## src/rtl/rs232_pkg.sv

```systemverilog
// Shared RS-232 definitions: baud selection, divisor table, receiver FSM states and 8N1 frame constants.
package rs232_pkg;

  typedef enum logic [1:0] {
    BAUD_9600   = 2'b00,
    BAUD_19200  = 2'b01,
    BAUD_57600  = 2'b10,
    BAUD_115200 = 2'b11
  } baud_e;

  typedef enum logic [1:0] {
    ST_IDLE,
    ST_START,
    ST_DATA,
    ST_STOP
  } rx_state_e;

  localparam int DATA_BITS = 8;
  localparam int STOP_BITS = 1;
  localparam int BIT_IDX_W = $clog2(DATA_BITS);
  localparam int CNT_W     = 13;

  // Elaboration-time only: callers fold the result into constants.
  function automatic int baud_div(input int clk_hz, input baud_e b);
    int rate;
    case (b)
      BAUD_9600:   rate = 9600;
      BAUD_19200:  rate = 19200;
      BAUD_57600:  rate = 57600;
      default:     rate = 115200;
    endcase
    return clk_hz / rate;
  endfunction

endpackage

```

## src/rtl/rs232_rx_frame_if.sv

```systemverilog
// Link between a UART bit-timing FSM and its baud counter: divisor load/restart and tick returns.
interface rs232_rx_frame_if;
  import rs232_pkg::*;

  logic  load;
  logic  clr;
  baud_e setting;
  logic  half_tick;
  logic  full_tick;

  modport master (
    output load,
    output clr,
    output setting,
    input  half_tick,
    input  full_tick
  );

  modport slave (
    input  load,
    input  clr,
    input  setting,
    output half_tick,
    output full_tick
  );

endinterface

```

## src/rtl/rs232_baud_cnt.sv

```systemverilog
// Bit-period counter with a divisor latched on load; reports half-bit and full-bit positions.
module rs232_baud_cnt
  import rs232_pkg::*;
#(
  parameter int CLK_HZ = 50_000_000
) (
  input logic             clk,
  input logic             rst,
  rs232_rx_frame_if.slave bif
);

  localparam logic [CNT_W-1:0] DIV_9600   = CNT_W'(baud_div(CLK_HZ, BAUD_9600));
  localparam logic [CNT_W-1:0] DIV_19200  = CNT_W'(baud_div(CLK_HZ, BAUD_19200));
  localparam logic [CNT_W-1:0] DIV_57600  = CNT_W'(baud_div(CLK_HZ, BAUD_57600));
  localparam logic [CNT_W-1:0] DIV_115200 = CNT_W'(baud_div(CLK_HZ, BAUD_115200));

  logic [CNT_W-1:0] div_q, div_d;
  logic [CNT_W-1:0] cnt_q, cnt_d;
  logic [CNT_W-1:0] sel_div;
  logic             half_hit;
  logic             full_hit;

  always_comb begin
    sel_div = DIV_9600;
    case (bif.setting)
      BAUD_9600:   sel_div = DIV_9600;
      BAUD_19200:  sel_div = DIV_19200;
      BAUD_57600:  sel_div = DIV_57600;
      BAUD_115200: sel_div = DIV_115200;
      default:     sel_div = DIV_9600;
    endcase
  end

  // Ticks look at the latched divisor so a setting change only matters at the next load.
  assign half_hit = (cnt_q == ((div_q >> 1) - CNT_W'(1)));
  assign full_hit = (cnt_q == (div_q - CNT_W'(1)));

  always_comb begin
    div_d = div_q;
    cnt_d = cnt_q + CNT_W'(1);
    if (bif.load) begin
      div_d = sel_div;
      cnt_d = '0;
    end else if (bif.clr || full_hit) begin
      cnt_d = '0;
    end
  end

  always_ff @(posedge clk) begin
    if (rst) begin
      div_q <= DIV_9600;
      cnt_q <= '0;
    end else begin
      div_q <= div_d;
      cnt_q <= cnt_d;
    end
  end

  assign bif.half_tick = half_hit;
  assign bif.full_tick = full_hit;

endmodule

```

## src/rtl/rs232_rx_frame.sv

```systemverilog
// 8N1 serial receiver: synchronizes rx, frames start/data/stop, and hands bytes out with a valid/ack pair.
module rs232_rx_frame
  import rs232_pkg::*;
#(
  parameter int CLK_HZ = 50_000_000
) (
  input  logic       clk,
  input  logic       rst,
  input  logic [1:0] buad_setting,
  input  logic       rx,
  input  logic       rx_ack,
  output logic [7:0] rx_data,
  output logic       rx_valid,
  output logic       frame_err,
  output logic       overrun
);

  rs232_rx_frame_if bif ();

  rs232_baud_cnt #(
    .CLK_HZ (CLK_HZ)
  ) u_baud_cnt (
    .clk (clk),
    .rst (rst),
    .bif (bif)
  );

  rx_state_e              state_q, state_d;
  logic                   rx_s1_q, rx_s1_d;
  logic                   rx_s_q, rx_s_d;
  logic                   rx_prev_q, rx_prev_d;
  logic [1:0]             fill_q, fill_d;
  logic [BIT_IDX_W-1:0]   bit_idx_q, bit_idx_d;
  logic [DATA_BITS-1:0]   shift_q, shift_d;
  logic [7:0]             rx_data_q, rx_data_d;
  logic                   rx_valid_q, rx_valid_d;
  logic                   frame_err_q, frame_err_d;
  logic                   overrun_q, overrun_d;
  logic                   fall;
  logic                   load;
  logic                   clr;

  // Reset seeds the synchronizer high; fill_q keeps that artificial high out of
  // rx_prev so a line held low through reset is not mistaken for a start edge.
  assign fall = rx_prev_q & ~rx_s_q;

  always_comb begin
    rx_s1_d     = rx;
    rx_s_d      = rx_s1_q;
    fill_d      = {fill_q[0], 1'b1};
    rx_prev_d   = fill_q[1] ? rx_s_q : 1'b0;
    state_d     = state_q;
    bit_idx_d   = bit_idx_q;
    shift_d     = shift_q;
    rx_data_d   = rx_data_q;
    rx_valid_d  = rx_valid_q;
    frame_err_d = 1'b0;
    overrun_d   = 1'b0;
    load        = 1'b0;
    clr         = 1'b0;

    if (rx_valid_q && rx_ack) begin
      rx_valid_d = 1'b0;
    end

    case (state_q)
      ST_IDLE: begin
        if (fall) begin
          state_d = ST_START;
          load    = 1'b1;
        end
      end
      ST_START: begin
        if (bif.half_tick) begin
          if (!rx_s_q) begin
            state_d   = ST_DATA;
            bit_idx_d = '0;
            clr       = 1'b1;
          end else begin
            state_d = ST_IDLE;
          end
        end
      end
      ST_DATA: begin
        if (bif.full_tick) begin
          shift_d   = {rx_s_q, shift_q[DATA_BITS-1:1]};
          bit_idx_d = bit_idx_q + BIT_IDX_W'(1);
          if (bit_idx_q == BIT_IDX_W'(DATA_BITS - 1)) begin
            state_d = ST_STOP;
          end
        end
      end
      ST_STOP: begin
        if (bif.full_tick) begin
          state_d = ST_IDLE;
          if (rx_s_q) begin
            // A byte landing together with an ack replaces the old one cleanly.
            rx_data_d  = shift_q;
            rx_valid_d = 1'b1;
            overrun_d  = rx_valid_q & ~rx_ack;
          end else begin
            frame_err_d = 1'b1;
          end
        end
      end
      default: state_d = ST_IDLE;
    endcase
  end

  assign bif.load    = load;
  assign bif.clr     = clr;
  assign bif.setting = baud_e'(buad_setting);

  always_ff @(posedge clk) begin
    if (rst) begin
      state_q     <= ST_IDLE;
      rx_s1_q     <= 1'b1;
      rx_s_q      <= 1'b1;
      rx_prev_q   <= 1'b0;
      fill_q      <= 2'b00;
      bit_idx_q   <= '0;
      shift_q     <= '0;
      rx_data_q   <= 8'h00;
      rx_valid_q  <= 1'b0;
      frame_err_q <= 1'b0;
      overrun_q   <= 1'b0;
    end else begin
      state_q     <= state_d;
      rx_s1_q     <= rx_s1_d;
      rx_s_q      <= rx_s_d;
      rx_prev_q   <= rx_prev_d;
      fill_q      <= fill_d;
      bit_idx_q   <= bit_idx_d;
      shift_q     <= shift_d;
      rx_data_q   <= rx_data_d;
      rx_valid_q  <= rx_valid_d;
      frame_err_q <= frame_err_d;
      overrun_q   <= overrun_d;
    end
  end

  assign rx_data   = rx_data_q;
  assign rx_valid  = rx_valid_q;
  assign frame_err = frame_err_q;
  assign overrun   = overrun_q;

endmodule

```

## config.mk

```make
export PLATFORM = sky130hd
export DESIGN_NAME = rs232_rx_frame
export DESIGN_NICKNAME = d
export VERILOG_FILES = /design/src/rtl/rs232_pkg.sv /design/src/rtl/rs232_rx_frame_if.sv /design/src/rtl/rs232_baud_cnt.sv /design/src/rtl/rs232_rx_frame.sv
export SDC_FILE = /design/constraint.sdc
export NUM_CORES = 1
export LEC_CHECK = 0
export CAP_MARGIN = 25
export CORE_MARGIN = 2
export CORE_UTILIZATION = 30
export CTS_CLUSTER_DIAMETER = 200
export CTS_CLUSTER_SIZE = 16
export DETAILED_ROUTE_END_ITERATION = 7
export GPL_TIMING_DRIVEN = 1
export REMOVE_ABC_BUFFERS = 1
export SYNTH_ARGS = -nofsm -noshare
export SYNTH_HDL_FRONTEND = slang
export SYNTH_SLANG_ARGS = --single-unit
```

## constraint.sdc

```tcl
create_clock -name clk -period 4.3 [get_ports clk]
set_input_delay 0.86 -clock clk [delete_from_list [all_inputs] [get_ports clk]]
set_output_delay 0.86 -clock clk [all_outputs]
set_load 0.02 [all_outputs]
```

==> results.md, run 1 <==
- Status: completed
- Crit path max fanout: 14
- Worst slew pin tran: 0.784 ns
- CTS root buf: clkbuf_8
- Final worst slack: 0.933 ns
- CTS tree: yes
- Setup TNS Final: 0 ns
- Slew Limit Fails: 0
- GR peak layer: met2
- Dpl cell area: 3000 µm²
- Layout Nets: 344
- # IOs: 17
- Total wire length: 5.93 mm
- WHS: 0.417 ns
- Ant diodes: 0
- Hold Buf Count CTS: 0
- DRC: 0
- Grt total ovfl: 0
- Worst-Skew Late Latency: 0.31 ns
- Relative slew slack: 47.3%
- Core area: 9150 µm²
- Post-route core utilization: 34.0%
- Post-synthesis cell area: 2800 µm²
- Routability congestion estimate from global placement: 0.843
- CP endpoint: rx_data[1]$_SDFFE_PP0P_
- Layout cell share with drive strength beyond 1: 5.74%
- EDFF count, synth: 0
- CTS resizes: 0
- CTS buffer count: 5
- Synth Flop Type: dfxtp_1
- CTS Buffer Depth: 2
- Largest net degree at the start of global routing: 31
- Avg Cell Area, Syn: 8.48 µm²
- Vias in the first global route: 2,060
- Total Routing Usage GR: 12.0%
- Drt pass-1 iters: 4
- DIE WIDTH: 101 µm
- Die area: 10,100 µm²
- VDD IR max: 0.124 mV
- Final period util: 78.3%
- Met1 layer usage reported by global route: 16.9%
- DP Worst Slack: 0.991 ns
- Max_cap viols: 0
- Synth warnings: 0
- Post-synthesis cell count: 330
- Chip Height: 101 µm
- Share of the synthesized area in the top cell type: 36.5%
- Synth Register Bits: 51
- CP startpoint: u_baud_cnt.div_q[7]$_SDFFE_PP0P_
- Most common cell after layout, fill and taps aside: dfxtp_1
- CP required: 4.50 ns
- Initial DRC count: 175
- Setup violations, final: 0
- R2R depth: 9
- WL per Instance: 13.4 µm
- Post-route ant nets: 0
- Starting Density: 30.6%
- PwrDens: 282 nW/µm²
- Yosys cell types: 52
- Worst clock skew: 0.00401 ns
- I/O Buffers: 16
- Initial antenna violation count: 0
- Fin area: 3110 µm²
- Static Leak: 1.17 nW
- Grt met3 use: 1.94%
- Via/cell ratio: 5.16
- CTS Sinks: 51
- Clock period minus worst slack: 3.37 ns
- Syn-to-layout area delta: 11.3%
- Commonest cells after routing, fill and taps aside: dfxtp_1, nor2_1, xnor2_1
- Max H-tree Level: 2
- Worst hold path type: flop to flop
- Worst setup SP type: flop
- WS Path Type: flop to flop
- Rows: 35
- Worst-path clk slew: 0.10 ns
- FMAX: 0.297 GHz
- Synth area leader: dfxtp_1
- WHS Path Cells: 1
- RSZ-0062 raised after global routing: false
- Via count: 2,281
- Reg-to-reg setup timing slack: 0.93 ns
- Largest cells by area after synthesis: dfxtp_1, xnor2_1, mux2i_1
- Post-synthesis sequential area ratio: 36.5%
- Nature of the critical path endpoint: flop
- Hpwl dp: 4.19 mm
- Critical Path AT: 3.57 ns
- RR Startpoint: u_baud_cnt.div_q[7]$_SDFFE_PP0P_
- Post-CTS Repair Setup Buffers: 0
- Post-synth ARST share: 0%
- Global-route wire length before repair: 10.0 mm
- Final hold viol count: 0
- FF-to-FF End: rx_data[1]$_SDFFE_PP0P_
- Met2 Use GR: 19.2%
==> stage by stage <==
step                      std cells  power [W]
after floorplan                 304   0.000523
after global placement          434   0.000541
after detailed placement        434   0.000542
after CTS                       442   0.000887
after global routing            442   0.000912
final                           442   0.000878
==> critical path, cell delays in order (launching register included) <==
cell and delay, ns:
dfxtp_1 0.48, inv_1 0.12, ha_1 0.47, nor4b_1 0.38
xnor2_1 0.11, or4_4 0.43, a211o_1 0.29, or4_1 0.66
mux2i_1 0.25, nor2_1 0.05
==> flip-flops by register name, summed over array words and instances (netlist names), 2 cells and up, named ones only <==
| register | count |
|---|---|
| rx_data | 8 |
| fill_q | 2 |
| u_baud_cnt.div_q | 9 |
| shift_q | 8 |
| u_baud_cnt.cnt_q | 13 |
| bit_idx_q | 3 |
==> cells in the mapped netlist (3+ instances only) <==
master / count
or3_1: 3
dfxtp_1: 51
buf_2: 3
nand4_1: 5
nand3_1: 15
a21oi_1: 16
buf_1: 5
ha_1: 8
inv_1: 7
xnor2_1: 19
o21ai_0: 10
nand2b_1: 4
nor3b_1: 3
nor3_1: 13
clkbuf_1: 15
and3_1: 9
nor2_1: 42
mux2i_1: 16
o21a_1: 6
o211ai_1: 3
nand2_1: 17
xor2_1: 17
==> power by group <==
group | switching [W] | leakage, nW | internal [W] | total (W)
clock network | 0.000172 | 0.0548 | 0.000176 | 0.000348
registers | 0.00000936 | 0.413 | 0.000478 | 0.000488
logic | 0.0000237 | 0.706 | 0.0000189 | 0.0000427
total | 0.000205 | 1.17 | 0.000673 | 0.000878
==> metal layers <==
| metal | vias to the layer above | wire length [µm] |
|---|---|---|
| li1 | 1152 | - |
| met1 | 1062 | 2940 |
| met2 | 59 | 2670 |
| met3 | 8 | 198 |
| met4 | 0 | 111 |
| met5 | - | 0 |
==> final cells by class <==
type | count | area [µm²]
Fill cell | 921 | 6040
Multi-Input combinational cell | 246 | 1630
Sequential cell | 51 | 1020
Timing Repair Buffer | 19 | 183
Tap cell | 111 | 139
Clock buffer | 5 | 68.8
Clock inverter | 3 | 46.3
Inverter | 7 | 26.3
==> worst min path at each step <==
stage,start,to,slack (ns)
2_1_floorplan,rx_s1_q$_SDFF_PP1_,rx_s_q$_SDFF_PP1_,0.39
3_3_place_gp,rx_s1_q$_SDFF_PP1_,rx_s_q$_SDFF_PP1_,0.40
3_5_place_dp,rx_s1_q$_SDFF_PP1_,rx_s_q$_SDFF_PP1_,0.40
4_1_cts,rx_s1_q$_SDFF_PP1_,rx_s_q$_SDFF_PP1_,0.42
5_1_grt,rx_s1_q$_SDFF_PP1_,rx_s_q$_SDFF_PP1_,0.45
6_report,rx_s1_q$_SDFF_PP1_,rx_s_q$_SDFF_PP1_,0.42
==> cells by family after synthesis <==
kind of cell | count (synthesis) | synth area share (%)
mux | 16 | 5.72
flops | 51 | 36.5
xor+xnor | 36 | 11.3
fa+ha+maj | 8 | 3.58
compound gates | 56 | 13.9
buf+inv | 33 | 5.23
simple gates | 130 | 23.8
Power figures use the tool's default switching activity.
==> run 2: changes to the inputs <==
- clock period: 4.3 -> 3.2 ns (I/O delays scaled with it)
==> run 2 against run 1 <==
Against the previous run: clock-buffer cell count is the same; combinational power rose by 43%; maximum frequency grew 15%; critical path depth is 2 lower; flip-flop and latch count is the same; utilization is 0.38 points higher; critical endpoint is now rx_data[6]$_SDFFE_PP0P_; largest cell class unchanged.
==> results.md, run 2 (synthesis results as in run 1) <==
- Status: completed
- I/O Buffers: 16
- Layout cell share with drive strength beyond 1: 7.69%
- Initial antenna violation count: 0
- Commonest cells after routing, fill and taps aside: dfxtp_1, nor2_1, xnor2_1
- Starting Density: 30.6%
- Hold Buf Count CTS: 0
- CTS root buf: clkbuf_8
- Final Power: 0.00111 W
- Chip Height: 101 µm
- Total wire length: 5.96 mm
- Largest net degree at the start of global routing: 19
- Total Routing Usage GR: 12.3%
- Worst-Skew Late Latency: 0.31 ns
- RR Startpoint: u_baud_cnt.div_q[5]$_SDFFE_PP0P_
- Final hold viol count: 0
- CTS tree: yes
- CTS Sinks: 51
- Top Registers: u_baud_cnt.cnt_q (13), u_baud_cnt.div_q (9)
- Worst hold path type: flop to flop
- Worst slew pin tran: 0.767 ns
- Reg area: 1020 µm²
- Syn-to-layout area delta: 12.6%
- WS Path Type: flop to flop
- PwrDens: 354 nW/µm²
- RSZ-0062 raised after global routing: false
- Via/cell ratio: 4.99
- Drt pass-1 iters: 4
- Post-route core utilization: 34.4%
- Post-CTS Repair Setup Buffers: 0
- Fillcell total: 918
- Highest Signal Layer: met4
- CP required: 3.40 ns
- Ant diodes: 0
- Max FFs per register: 13
- VDD IR max: 0.171 mV
- Global-route wire length before repair: 10.0 mm
- Nature of the critical path endpoint: flop
- Hpwl dp: 4.42 mm
- M1 WL: 3.03 mm
- CTS Buffer Depth: 2
- WHS: 0.426 ns
- Layout Nets: 351
- FF-to-FF End: rx_data[6]$_SDFFE_PP0P_
- Max_cap viols: 0
- Critical Path AT: 3.14 ns
- Reg-to-reg setup timing slack: 0.26 ns
- R2R depth: 7
- Worst setup SP type: flop
- Post-route ant nets: 0
- FMAX: 0.340 GHz
- Hold Crit Start: rx_s1_q$_SDFF_PP1_
- Metal3 WL: 134 µm
- Max H-tree Level: 2
- Most flop-heavy register: u_baud_cnt.cnt_q
- Clock period minus worst slack: 2.94 ns
- Most common cell after layout, fill and taps aside: dfxtp_1
- DIE WIDTH: 101 µm
- Initial DRC count: 117
- Worst clock skew: 0.0100 ns
- Core area: 9150 µm²
- WL per Instance: 13.3 µm
- CTS resizes: 0
- Setup TNS Final: 0 ns
- Vias in the first global route: 2,024
- Met2 wire length: 2.67 mm
- Final period util: 91.8%
- Slew Limit Fails: 0
- Die area: 10,100 µm²
- CTS buffer count: 5
- Relative slew slack: 48.5%
- Routability congestion estimate from global placement: 0.889
- Worst-path clk slew: 0.10 ns
- Grt total ovfl: 0
- Rows: 35
- Multi-input gate area: 1630 µm²
- WHS Path Cells: 1
- # IOs: 17
- DRC: 0
- Static Leak: 1.20 nW
- Via count: 2,242
- Setup violations, final: 0
- Hold Path End: rx_s_q$_SDFF_PP1_
- Crit path max fanout: 11
-- run 2: worst max path at each step --
stage                                     start  slack (ns)  depth (start not counted)                       to
2_1_floorplan  u_baud_cnt.div_q[4]$_SDFFE_PP1P_       -0.09                          7  shift_q[0]$_SDFFE_PP0P_
3_3_place_gp   u_baud_cnt.div_q[5]$_SDFFE_PP0P_        0.32                          7  rx_data[3]$_SDFFE_PP0P_
3_5_place_dp   u_baud_cnt.div_q[5]$_SDFFE_PP0P_        0.28                          7  rx_data[5]$_SDFFE_PP0P_
4_1_cts        u_baud_cnt.div_q[5]$_SDFFE_PP0P_        0.26                          7  rx_data[6]$_SDFFE_PP0P_
5_1_grt        u_baud_cnt.div_q[9]$_SDFFE_PP0P_        0.08                         10  rx_data[6]$_SDFFE_PP0P_
6_report       u_baud_cnt.div_q[5]$_SDFFE_PP0P_        0.26                          7  rx_data[6]$_SDFFE_PP0P_
-- run 2: where the power goes --
part / switching, W / internal (W) / total, W / leakage, nW
sequential: 0.0000121 / 0.000643 / 0.000655 / 0.413
clock: 0.000235 / 0.000162 / 0.000398 / 0.0502
combinational: 0.0000333 / 0.0000277 / 0.0000609 / 0.739
-- run 2: per-layer routing --
| metal | track usage, % | vias to the layer above |
|---|---|---|
| li1 | - | 1167 |
| met1 | 17.5 | 1033 |
| met2 | 18.8 | 31 |
| met3 | 1.80 | 11 |
| met4 | 5.06 | 0 |
| met5 | 0 | - |
-- run 2: cell type report --
type / count / area share [%]
Sequential cell: 51 / 32.4
Clock buffer: 5 / 2.19
Inverter: 7 / 0.834
Timing Repair Buffer: 26 / 7.47
Tap cell: 111 / 4.41
Multi-Input combinational cell: 246 / 51.8
Clock inverter: 3 / 0.914
-- run 2: metrics by stage --
step	setup slack, ns	instances	instance area [µm²]
2_1_floorplan	-0.0927	304	2680
3_3_place_gp	0.322	441	3050
3_5_place_dp	0.281	441	3050
4_1_cts	0.265	449	3150
5_1_grt	0.0845	449	3150
6_report	0.261	449	3150
-- run 2: worst max-delay path: stages (launching register included) --
cell and delay, ns:
dfxtp_1 0.43, or3_1 0.41, o21a_1 0.22, or4_4 0.52, a211o_1 0.29, or4_1 0.66
mux2i_1 0.24, nor2_1 0.05
